File: src/rtl/uart_tx_fifo_if.sv
// uart_tx_fifo_if: producer and transmitter-side signal bundle for uart_tx_fifo
//   wr_en/wr_data/flush    : producer write strobe, byte and queue discard
//   full/empty/count       : registered occupancy status
//   overflow               : one-cycle pulse for a dropped write
//   tx_data_valid/tx_byte  : launch request and byte toward the transmitter
//   tx_busy/tx_done        : transmitter status feeding back into the launcher
//   master modport drives the producer/transmitter side, slave is the FIFO
interface uart_tx_fifo_if #(
    parameter int ADDR_W = 4
);
    logic            wr_en;
    logic [7:0]      wr_data;
    logic            flush;
    logic            full;
    logic            empty;
    logic [ADDR_W:0] count;
    logic            overflow;
    logic            tx_data_valid;
    logic [7:0]      tx_byte;
    logic            tx_busy;
    logic            tx_done;
    modport master (
        output wr_en, wr_data, flush, tx_busy, tx_done,
        input  full, empty, count, overflow, tx_data_valid, tx_byte
    );
    modport slave (
        input  wr_en, wr_data, flush, tx_busy, tx_done,
        output full, empty, count, overflow, tx_data_valid, tx_byte
    );
endinterface

File: src/rtl/uart_tx_fifo.sv
// uart_tx_fifo: circular byte FIFO that paces launches into a UART transmitter
//   clk   : system clock, rising edge
//   rst_n : asynchronous active-low reset
//   bus   : uart_tx_fifo_if.slave (write side, status, transmitter handshake)
//   DEPTH : entries (power of two, >= 2); ADDR_W = log2(DEPTH)
module uart_tx_fifo #(
    parameter int DEPTH  = 16,
    parameter int ADDR_W = 4
) (
    input logic           clk,
    input logic           rst_n,
    uart_tx_fifo_if.slave bus
);
    typedef enum logic [1:0] {S_IDLE, S_WAIT_BUSY, S_WAIT_DONE, S_GAP} state_t;
    state_t            state, state_n;
    logic [7:0]        mem [DEPTH];
    logic [ADDR_W-1:0] wr_ptr, rd_ptr;
    logic [ADDR_W:0]   count_q, count_n;
    logic              full_q, empty_q, ovf_q, valid_q, valid_n;
    logic [7:0]        byte_q;
    logic              wr_ok, pop;
    assign bus.full          = full_q;
    assign bus.empty         = empty_q;
    assign bus.count         = count_q;
    assign bus.overflow      = ovf_q;
    assign bus.tx_data_valid = valid_q;
    assign bus.tx_byte       = byte_q;
    assign wr_ok   = bus.wr_en && !full_q && !bus.flush;
    // Launch only once the transmitter reports neither busy nor done, so a
    // transmitter still finishing (e.g. after our reset) is never overrun.
    assign pop     = state == S_IDLE && !empty_q && !bus.tx_busy && !bus.tx_done && !bus.flush;
    assign count_n = bus.flush ? '0 : count_q + (ADDR_W+1)'(wr_ok) - (ADDR_W+1)'(pop);
    always_comb begin
        state_n = state;
        valid_n = valid_q;
        case (state)
            S_IDLE: begin
                state_n = pop ? S_WAIT_BUSY : S_IDLE;
                valid_n = pop ? 1'b1 : valid_q;
            end
            S_WAIT_BUSY: begin
                state_n = bus.tx_busy ? S_WAIT_DONE : S_WAIT_BUSY;
                valid_n = bus.tx_busy ? 1'b0 : valid_q;
            end
            S_WAIT_DONE: state_n = bus.tx_done ? S_GAP : S_WAIT_DONE;
            S_GAP:       state_n = (!bus.tx_done && !bus.tx_busy) ? S_IDLE : S_GAP;
            default: begin
                state_n = S_IDLE;
                valid_n = 1'b0;
            end
        endcase
    end
    always_ff @(posedge clk) begin
        if (wr_ok) mem[wr_ptr] <= bus.wr_data;
    end
    always_ff @(posedge clk or negedge rst_n) begin
        if (!rst_n) begin
            state   <= S_IDLE;
            wr_ptr  <= '0;
            rd_ptr  <= '0;
            count_q <= '0;
            full_q  <= 1'b0;
            empty_q <= 1'b1;
            ovf_q   <= 1'b0;
            valid_q <= 1'b0;
            byte_q  <= 8'h00;
        end else begin
            state   <= state_n;
            valid_q <= valid_n;
            wr_ptr  <= bus.flush ? '0 : wr_ptr + ADDR_W'(wr_ok);
            rd_ptr  <= bus.flush ? '0 : rd_ptr + ADDR_W'(pop);
            count_q <= count_n;
            full_q  <= count_n == (ADDR_W+1)'(DEPTH);
            empty_q <= count_n == '0;
            // A pop never frees room for a write issued against a full FIFO.
            ovf_q   <= bus.wr_en && full_q && !bus.flush;
            if (pop) byte_q <= mem[rd_ptr];
        end
    end
endmodule
File: src/flat_wrapper.sv
// flat-port wrapper written by rule: the top's interface ports become plain ports
module uart_tx_fifo_flat 
#(
    parameter int DEPTH  = 16,
    parameter int ADDR_W = 4
)
  (clk, rst_n, bus_wr_en, bus_wr_data, bus_flush, bus_tx_busy, bus_tx_done, bus_full, bus_empty, bus_count, bus_overflow, bus_tx_data_valid, bus_tx_byte);
  uart_tx_fifo_if #(.ADDR_W(ADDR_W)) bus_i ();
  input logic clk;
  input logic rst_n;
  input wire logic [$bits(bus_i.wr_en)-1:0] bus_wr_en;
  input wire logic [$bits(bus_i.wr_data)-1:0] bus_wr_data;
  input wire logic [$bits(bus_i.flush)-1:0] bus_flush;
  input wire logic [$bits(bus_i.tx_busy)-1:0] bus_tx_busy;
  input wire logic [$bits(bus_i.tx_done)-1:0] bus_tx_done;
  output wire logic [$bits(bus_i.full)-1:0] bus_full;
  output wire logic [$bits(bus_i.empty)-1:0] bus_empty;
  output wire logic [$bits(bus_i.count)-1:0] bus_count;
  output wire logic [$bits(bus_i.overflow)-1:0] bus_overflow;
  output wire logic [$bits(bus_i.tx_data_valid)-1:0] bus_tx_data_valid;
  output wire logic [$bits(bus_i.tx_byte)-1:0] bus_tx_byte;
  assign bus_i.wr_en = bus_wr_en;
  assign bus_i.wr_data = bus_wr_data;
  assign bus_i.flush = bus_flush;
  assign bus_i.tx_busy = bus_tx_busy;
  assign bus_i.tx_done = bus_tx_done;
  assign bus_full = bus_i.full;
  assign bus_empty = bus_i.empty;
  assign bus_count = bus_i.count;
  assign bus_overflow = bus_i.overflow;
  assign bus_tx_data_valid = bus_i.tx_data_valid;
  assign bus_tx_byte = bus_i.tx_byte;
  uart_tx_fifo #(.DEPTH(DEPTH), .ADDR_W(ADDR_W)) u_core (.clk(clk), .rst_n(rst_n), .bus(bus_i));
endmodule
File: config.mk
export PLATFORM = sky130hd
export DESIGN_NAME = uart_tx_fifo_flat
export DESIGN_NICKNAME = d
export VERILOG_FILES = /design/src/rtl/uart_tx_fifo_if.sv /design/src/rtl/uart_tx_fifo.sv /design/src/flat_wrapper.sv
export SDC_FILE = /design/constraint.sdc
export NUM_CORES = 1
export LEC_CHECK = 0
export CORE_ASPECT_RATIO = 2
export CORE_UTILIZATION = 63
export CTS_CLUSTER_SIZE = 14
export DETAILED_ROUTE_END_ITERATION = 8
export DONT_BUFFER_PORTS = 1
export PLACE_DENSITY_LB_ADDON = 0.12
export SYNTH_ARGS = -nofsm -noshare
export SYNTH_HDL_FRONTEND = slang
export SYNTH_SLANG_ARGS = --single-unit
File: constraint.sdc
create_clock -name clk -period 3.8 [get_ports clk]
set_input_delay 0.38 -clock clk [delete_from_list [all_inputs] [get_ports clk]]
set_output_delay 0.38 -clock clk [all_outputs]
set_load 0.02 [all_outputs]
==> flow_metrics.tcl <==
set metrics [dict create \
    status "complete, no violations" \
    netlist-cell-type-count 42 \
    cp.arrival_ps 3600 \
    die_x_um 72.43 \
    rsz0062_at_grt "no" \
    fillers 624 \
    routedWlPerCell_um 23.73 \
    routed_wl_mm 11.63 \
    drv_slew 0 \
    synthFlopType "edfxtp_1" \
    final_common_cell "edfxtp_1" \
    cp_common_cell "inv_1" \
    ys_seq_area_share_pct 72.33 \
    grt_max_degree 33 \
    cap_viol_max_count 0 \
    cts_resized 0 \
    ys_ff_latch 155 \
    numCtsBuffers 17 \
    grt-ovfl-total 0 \
    drc 0 \
    worstSetupEndpointType "flop" \
    antenna_found_initial 0 \
    period_needed_ps 3339 \
    hold_class "primary input to flop" \
    startpoint_type "flop" \
    cpMaxStageDelayCell "a2111oi_1" \
    cpPeakStageDelay_ps 480 \
    netlist_instances 331 \
    drt_first_pass_iters 4 \
    grt_pass1_vias 3169 \
    max-clock-path-buffers 2 \
    drive_above_1_share_pct 21.79 \
    fmax_mhz 299.5 \
    dpl.hpwl_mm 7.503 \
    fin_util_pct 71.93 \
    final_cell_mix "edfxtp_1, mux4_2, nor2_1, dfrtp_1, clkbuf_16" \
    synth.avg_cell_area_sq_um 18.88 \
    ir_worst_vdd_uv 433.2 \
    clock_sinks 155 \
    ant_nets 0 \
    grt_pass1_wl_mm 17.63 \
    skew_ps 9.549 \
    maxSlewHeadroom_pct 30.81 \
    fp.dieH_um 142.9 \
    fin_nets 369 \
    yosys_warnings 0 \
    power.density_nw_per_um2 591.7 \
    async_flop_share_pct 17.42 \
    crit_chain "nor4_2 -> nand2_4 -> inv_1 -> ha_1 -> inv_1 -> ha_1 -> inv_1 -> fa_1 -> xnor2_1 -> or3b_2 -> a2111oi_1" \
    dieArea_sq_um 10350 \
    synth_edf_count 128 \
    power_uw 4128 \
    htree_levels 4 \
    worst_pin_slew_ps 1038 \
    insertedDiodeCount 0 \
    cp.required_ps 4060 \
    place_congestion 0.8259 \
    area_delta_synth_final_pct 11.63 \
    core_area_sq_um 9699 \
    start_util_pct 64.43 \
    setup.worst_path.class "flop to flop" \
    rows 51 \
    vias 3018 \
    cts_tree "done" \
    drtIter0Drc 223 \
    via_per_inst 6.159 \
    synth_area_sq_um 6250 \
    period_share_pct 87.86 \
    pin_count 31 \
    regToRegSetupSlack_ps 460 \
    setup_tns_ps 0 \
    final_area_sq_um 6977 \
    hold_viol_final 0 \
    p_leak_uw 0.002377 \
    numPortBuffers 0 \
    clk_pin_slew_ps 60 \
    dpl_cell_area_sq_um 6367 \
    cp_max_fo 19 \
    worstSkewPairLatency_ps 420 \
    cts_root_buffer "clkbuf_16" \
    fin_worst_hold_slack_ps 23.98 \
    setup_viol 0 \
    syn-num-nets 355 \
    grt.total_usage_pct 25.31 \
]
## layer usage
metal / routed length, um / share of wire [%] / track usage, %
met5: 0 / 0 / 0
met4: 288 / 2.5 / 11.66
met3: 597 / 5.1 / 6.634
met2: 6589 / 57 / 44.32
met1: 4150 / 36 / 28.34
## registers in the layout, summed over array words and instances, names as in the netlist
register	count
u_core.wr_ptr	4
u_core.bus.count	5
u_core.bus.empty	1
u_core.state	2
u_core.bus.overflow	1
u_core.mem	128
u_core.bus.tx_data_valid	1
u_core.bus.tx_byte	8
u_core.rd_ptr	4
u_core.bus.full	1
## cell usage after synthesis, types with 2 or more instances
master | instances | area [sq um]
clkbuf_1 | 4 | 15.01
inv_1 | 8 | 30.03
nor2b_1 | 7 | 43.79
xor2_1 | 4 | 35.03
nor2_1 | 25 | 93.84
a21oi_1 | 3 | 15.01
xnor2_1 | 4 | 35.03
dfrtp_1 | 26 | 650.6
nor3_1 | 10 | 50.05
mux2i_1 | 14 | 140.1
buf_2 | 4 | 20.02
ha_1 | 9 | 112.6
nor3b_1 | 2 | 15.01
nand3b_1 | 3 | 22.52
o22ai_1 | 2 | 12.51
a21o_1 | 4 | 30.03
edfxtp_1 | 128 | 3844
a211o_1 | 6 | 52.55
mux4_2 | 32 | 720.7
nand3_1 | 4 | 20.02
buf_6 | 4 | 45.04
nand2b_1 | 4 | 25.02
a211oi_1 | 2 | 15.01
nand2_1 | 4 | 15.01
## power breakdown
part           switching [uW]  internal, uW  leakage, uW
logic                     197           186     0.000605
clock network             651           971     0.000266
registers                 175          1950      0.00151
total                    1020          3110      0.00238
## logic make-up (layout without fill, tap and decap cells)
family | after synthesis | count (layout) | synth area share [%]
adder cells (fa/ha/maj) | 10 | 10 | 2.122
AND/OR/NAND/NOR | 67 | 67 | 5.766
AO/OA/AOI/OAI | 22 | 22 | 2.663
XOR/XNOR | 8 | 8 | 1.121
buffers and inverters | 23 | 50 | 2.222
flip-flops | 155 | 155 | 72.33
multiplexers | 46 | 46 | 13.77
## critical path: cells and delay by family, from the launching register on
kind	cells	cell delay, ps
buf+inv	3	250
xor+xnor	1	180
compound gates	1	480
flops	1	410
simple gates	3	1090
fa+ha+maj	3	780
## what timing repair did
item / 4_1_cts / 5_1_grt
hold buffers: 2 / 0
buffers inserted: 0 / 0
endpoints found under the hold margin: 27 / 0
## through the flow
| stage | setup WS, ps | std cells |
|---|---|---|
| floorplan | 637.6 | 331 |
| global placement | 727.7 | 456 |
| detailed placement | 482.8 | 456 |
| CTS | 479.7 | 490 |
| global route | 270.8 | 490 |
| finish | 461.3 | 490 |
## worst paths after layout
check / from / endpoint / cells past startpoint
setup / recovery: u_core.bus.empty / u_core.bus.full / 11
setup reg to reg: u_core.bus.empty / u_core.bus.full / 11
hold reg to reg: u_core.state[1] / u_core.state[0] / 2
min in group asynchronous: rst_n / u_core.bus.overflow / 2
max in group asynchronous: rst_n / u_core.bus.empty / 2
hold / removal: bus_flush / u_core.bus.count[0] / 1
## layout make-up
class / instances / area (sq um) / area share, %
Tap cell: 132 / 165.2 / 2.367
Sequential cell: 155 / 4522 / 64.81
Clock buffer: 19 / 432.9 / 6.205
Multi-Input combinational cell: 153 / 1590 / 22.79
Inverter: 8 / 30.03 / 0.4304
Clock inverter: 13 / 146.4 / 2.098
Timing Repair Buffer: 10 / 90.09 / 1.291
Note: power is estimated with default switching activity, not from simulation.
==> edit 1 (config.mk and constraints unchanged) <==
The 4 states of `state_t` get a one-hot encoding in 4 bits.
--- a/src/rtl/uart_tx_fifo.sv
+++ b/src/rtl/uart_tx_fifo.sv
@@ -12,5 +12,5 @@
     uart_tx_fifo_if.slave bus
 );
-    typedef enum logic [1:0] {S_IDLE, S_WAIT_BUSY, S_WAIT_DONE, S_GAP} state_t;
+    typedef enum logic [3:0] {S_IDLE = 4'b0001, S_WAIT_BUSY = 4'b0010, S_WAIT_DONE = 4'b0100, S_GAP = 4'b1000} state_t;
     state_t            state, state_n;
     logic [7:0]        mem [DEPTH];
Formal check against the unedited RTL: no difference found for any inputs over 10 cycles, from zero or initial values and one cycle with rst_n low; not proved beyond that.
==> edit 1 against the original RTL <==
Sequential cell count grew 2; synthesized area increased by 3.5%; critical path type unchanged; total power grew 3.4%; combinational power grew 11%; worst setup slack improved by 260 ps; utilization grew 0.15 points; routed wire length down 2.1%; cell area rose by 3.5%.
==> edit 1: results (changes against the original RTL) <==
- Vias per cell: 6.21 (was 6.16)
- Antenna cells: 0 (unchanged)
- Synth area leaders: edfxtp_1 (59%), mux4_1 (13%), dfrtp_1 (10%), ha_1 (1.7%), mux2i_1 (1.2%) (was edfxtp_1 (62%), mux4_2 (12%), dfrtp_1 (10%), mux2i_1 (2.2%), ha_1 (1.8%))
- CTS Hold Buffers Added: 3 (was 2)
- Peak VDD IR: 0.488 mV (was 0.433 mV)
- Met3 wire length: 408 microns (was 597 microns)
- TritonCTS Buffers: 17 (unchanged)
- M1 WL: 3970 microns (was 4150 microns)
- Dpl hpwl: 7720 microns (was 7500 microns)
- Combinational gate power: 0.000427 W (was 0.000383 W)
- Slew Limit Headroom: 0.393 (was 0.308)
- Top post-synthesis cells by count: edfxtp_1 (128), mux4_1 (32), dfrtp_1 (27), nor2_1 (20), inv_1 (10) (was edfxtp_1 (128), mux4_2 (32), dfrtp_1 (26), nor2_1 (25), mux2i_1 (14))
- # H-tree levels: 4 (unchanged)
- Switching power: 0.00110 W (was 0.00102 W)
- Crit-path max FO: 6 (was 19)
- Clock latency at the later pin of the worst-skew pair: 430 ps
- Global router's overall resource usage: 0.238 (was 0.253)
- Drt pass-1 iters: 4 (unchanged)
- First-pass GRT wire length: 17500 microns (was 17600 microns)
- Resize count post-CTS: 0 (unchanged)
- Worst Hold Class: in2reg (unchanged)
- EDFF count, synth: 128 (unchanged)
- Static leakage: 2.54 nW (was 2.38 nW)
- Seq/Total Area, Yosys: 0.707 (was 0.723)
- Flop pwr share: 0.503 (was 0.514)
- CTS root buf: clkbuf_16 (unchanged)
- CP arrival: 3390 ps (was 3600 ps)
- Max FFs per register: 128 (unchanged)
- Status: finished clean (unchanged)
- Buffers on Ports: 0 (unchanged)
- Yosys warns: 0 (unchanged)
- Layout cells sized above 1: 0.134 (was 0.218)
- CTS max path bufs: 2 (unchanged)
- Place WS: 733 ps (was 483 ps)
- Post-synth ARST share: 0.185 (was 0.174)
- Routed wire per std cell: 22.7 microns (was 23.7 microns)
- # Post-CTS Setup Buffers: 0 (unchanged)
- Final nets: 378 (was 369)
- Metal2 WL: 6730 microns (was 6590 microns)
- Worst-path clk slew: 60 ps (about the same)
- Vias in the first global route: 3332 (was 3169)
- Final Setup Violations: 0 (unchanged)
- Routability congestion estimate: 0.799 (was 0.826)
- Post-DP Area: 6580 sq um (was 6370 sq um)
- Syn_nets: 367 (was 355)
- Largest net degree at the start of global routing: 34 (was 33)
- Clock Skew: 8.39 ps (was 9.55 ps)
- DRT iter0 DRCs: 198 (was 223)
- Cell Int Power: 0.00317 W (was 0.00311 W)
edit 1: layer usage:
metal  up-vias  track usage
met5         -            0
met4         0        0.113
met3        22       0.0576
met2        85        0.432
met1      1598        0.243
li1       1410            -
edit 1: final cells by class:
class	instances	area [sq um]
fillers	662	2800
clock buffers	21	514
flip-flops and latches	157	4570
well taps	135	169
multi-input cells	158	1750
clock inverters	11	91.3
repair buffers	10	92.6
inverters	10	37.5
edit 1: final timing paths:
| check | start | endpoint | slack, ps | cells past startpoint |
|---|---|---|---|---|
| hold / removal | bus_flush | u_core.wr_ptr[1]$_DFF_PN0_ | 9 | 1 |
| setup reg to reg | u_core.state[0]$_DFF_PN1_ | u_core.bus.full$_DFF_PN0_ | 720 | 11 |
| hold reg to reg | u_core.state[1]$_DFF_PN0_ | u_core.state[3]$_DFF_PN0_ | 560 | 1 |
| max in group asynchronous | rst_n | u_core.state[0]$_DFF_PN1_ | 3160 | 2 |
| setup / recovery | u_core.state[0]$_DFF_PN1_ | u_core.bus.full$_DFF_PN0_ | 720 | 11 |
| min in group asynchronous | rst_n | u_core.bus.count[0]$_DFF_PN0_ | 390 | 2 |
edit 1: cells by family after synthesis:
family	synth area share
fa+ha+maj	0.0205
xor+xnor	0.0122
flops	0.707
compound gates	0.0435
buf+inv	0.0230
simple gates	0.0513
mux	0.142
edit 1: critical path, cell delays in order, from the launching register on:
cell       delay (ps)
dfstp_2           570
nor2b_1           270
nand3_2           110
inv_1             130
ha_1              240
inv_1              60
ha_1              160
inv_1              50
fa_1              390
xnor2_1           160
or3b_2            460
a2111oi_2         350
edit 1: stage by stage:
stage	std cells	utilization
after floorplan	343	-
after global placement	467	0.656
after detailed placement	467	0.656
after CTS	502	0.721
after global routing	502	0.721
final	502	0.721
==> edit 2 (same flow settings) <==
Without the edit above. `DEPTH` is set to 16 in 2 places; all go to 64.
--- a/src/rtl/uart_tx_fifo.sv
+++ b/src/rtl/uart_tx_fifo.sv
@@ -5,5 +5,5 @@
 //   DEPTH : entries (power of two, >= 2); ADDR_W = log2(DEPTH)
 module uart_tx_fifo #(
-    parameter int DEPTH  = 16,
+    parameter int DEPTH  = 64,
     parameter int ADDR_W = 4
 ) (
--- a/src/flat_wrapper.sv
+++ b/src/flat_wrapper.sv
@@ -2,5 +2,5 @@
 module uart_tx_fifo_flat 
 #(
-    parameter int DEPTH  = 16,
+    parameter int DEPTH  = 64,
     parameter int ADDR_W = 4
 )
Behaviour: not the same (Yosys sat finds a counterexample within 4 cycles, from zero or initial values and one cycle with rst_n low).
==> edit 2 against the original RTL <==
Maximum frequency up 9.7%; cell area is 0.20% lower; clock skew increased by 3.5 ps; routed wire length fell by 1.2%; die area decreased by 0.44%; non-clock buffer count did not move; synthesized area fell by 0.44%; sequential cell count unchanged; total power fell by 1.9%; worst setup slack better by 300 ps; critical path type unchanged.
==> edit 2: results (changes against the original RTL) <==
- Status: finished clean (unchanged)
- Slew at the pin closest to its max-slew limit: 1060 ps (was 1040 ps)
- M3 GR Usage: 0.0652 (was 0.0663)
- DRT iter0 DRCs: 228 (was 223)
- M2 GR Usage: 0.424 (was 0.443)
- Peak VDD IR: 0.424 mV (was 0.433 mV)
- Synth Instances: 330 (was 331)
- Max incr delay on CP: 400 ps (was 480 ps)
- Place WS: 794 ps (was 483 ps)
- Worst-case reg-to-reg path depth: 12 (was 11)
- Area occupied by multi-input gates: 1560 sq um (was 1590 sq um)
- Dpl hpwl: 7490 microns (was 7500 microns)
- Clock Skew: 13.1 ps (was 9.55 ps)
- Reg2Reg Setup Slack: 760 ps (was 460 ps)
- Layout cells sized above 1: 0.209 (was 0.218)
- Vias per cell: 6.12 (was 6.16)
- Global router's overall resource usage: 0.249 (was 0.253)
- Crit path max-delay cell type: dfstp_2 (was a2111oi_1)
- Synth area leaders: edfxtp_1 (62%), dfrtp_1 (10%), mux4_2 (8.0%), mux4_1 (4.2%), ha_1 (1.8%) (was edfxtp_1 (62%), mux4_2 (12%), dfrtp_1 (10%), mux2i_1 (2.2%), ha_1 (1.8%))
- # fillers: 564 (was 624)
- Routability congestion estimate: 0.755 (was 0.826)
- Top post-synthesis cells by count: edfxtp_1 (128), dfrtp_1 (26), nor2_1 (25), mux4_2 (22), nand2_1 (16) (was edfxtp_1 (128), mux4_2 (32), dfrtp_1 (26), nor2_1 (25), mux2i_1 (14))
- Crit-path max FO: 5 (was 19)
- First-pass GRT wire length: 17400 microns (was 17600 microns)
- Vias in the first global route: 3200 (was 3169)
- Final setup margin: 757 ps (was 461 ps)
- Post-DP Area: 6340 sq um (was 6370 sq um)
-- edit 2: kinds of logic after synthesis --
group / count (synthesis) / share of synthesized area
flip-flops: 155 / 0.727
adder cells (fa/ha/maj): 10 / 0.0213
AND/OR/NAND/NOR: 71 / 0.0541
AO/OA/AOI/OAI: 16 / 0.0181
multiplexers: 47 / 0.148
buffers and inverters: 25 / 0.0235
XOR/XNOR: 6 / 0.00845
-- edit 2: cell type report --
class	instances	share of cell area
Tap cell	132	0.0237
Multi-Input combinational cell	150	0.223
Clock buffer	18	0.0616
Clock inverter	14	0.0230
Inverter	11	0.00593
Timing Repair Buffer	10	0.0129
Sequential cell	155	0.649
-- edit 2: worst max-delay path by stage --
stage,startpoint,end,depth (start not counted)
detailed placement,u_core.bus.empty$_DFF_PN1_,u_core.bus.full$_DFF_PN0_,12
CTS,u_core.bus.empty$_DFF_PN1_,u_core.bus.full$_DFF_PN0_,12
global route,u_core.bus.empty$_DFF_PN1_,u_core.bus.full$_DFF_PN0_,12
global placement,u_core.bus.empty$_DFF_PN1_,u_core.bus.full$_DFF_PN0_,12
finish,u_core.bus.empty$_DFF_PN1_,u_core.bus.full$_DFF_PN0_,12
floorplan,u_core.bus.empty$_DFF_PN1_,u_core.bus.full$_DFF_PN0_,12
-- edit 2: power breakdown --
group	internal (W)	switching [W]
sequential	0.00194	0.000160
combinational	0.000128	0.000143
clock	0.000982	0.000694
-- edit 2: per-stage QoR --
step | hold WS [ps] | total power (W)
after floorplan | 84.4 | 0.00233
after global placement | 84.9 | 0.00239
after detailed placement | 85.0 | 0.00240
after CTS | 1.30 | 0.00407
after global routing | 2.31 | 0.00419
final | 16.0 | 0.00405
-- edit 2: routing by layer --
metal | wire (microns) | vias to the layer above
li1 | - | 1323
met1 | 4160 | 1536
met2 | 6380 | 107
met3 | 503 | 34
met4 | 445 | 0
met5 | 0 | -
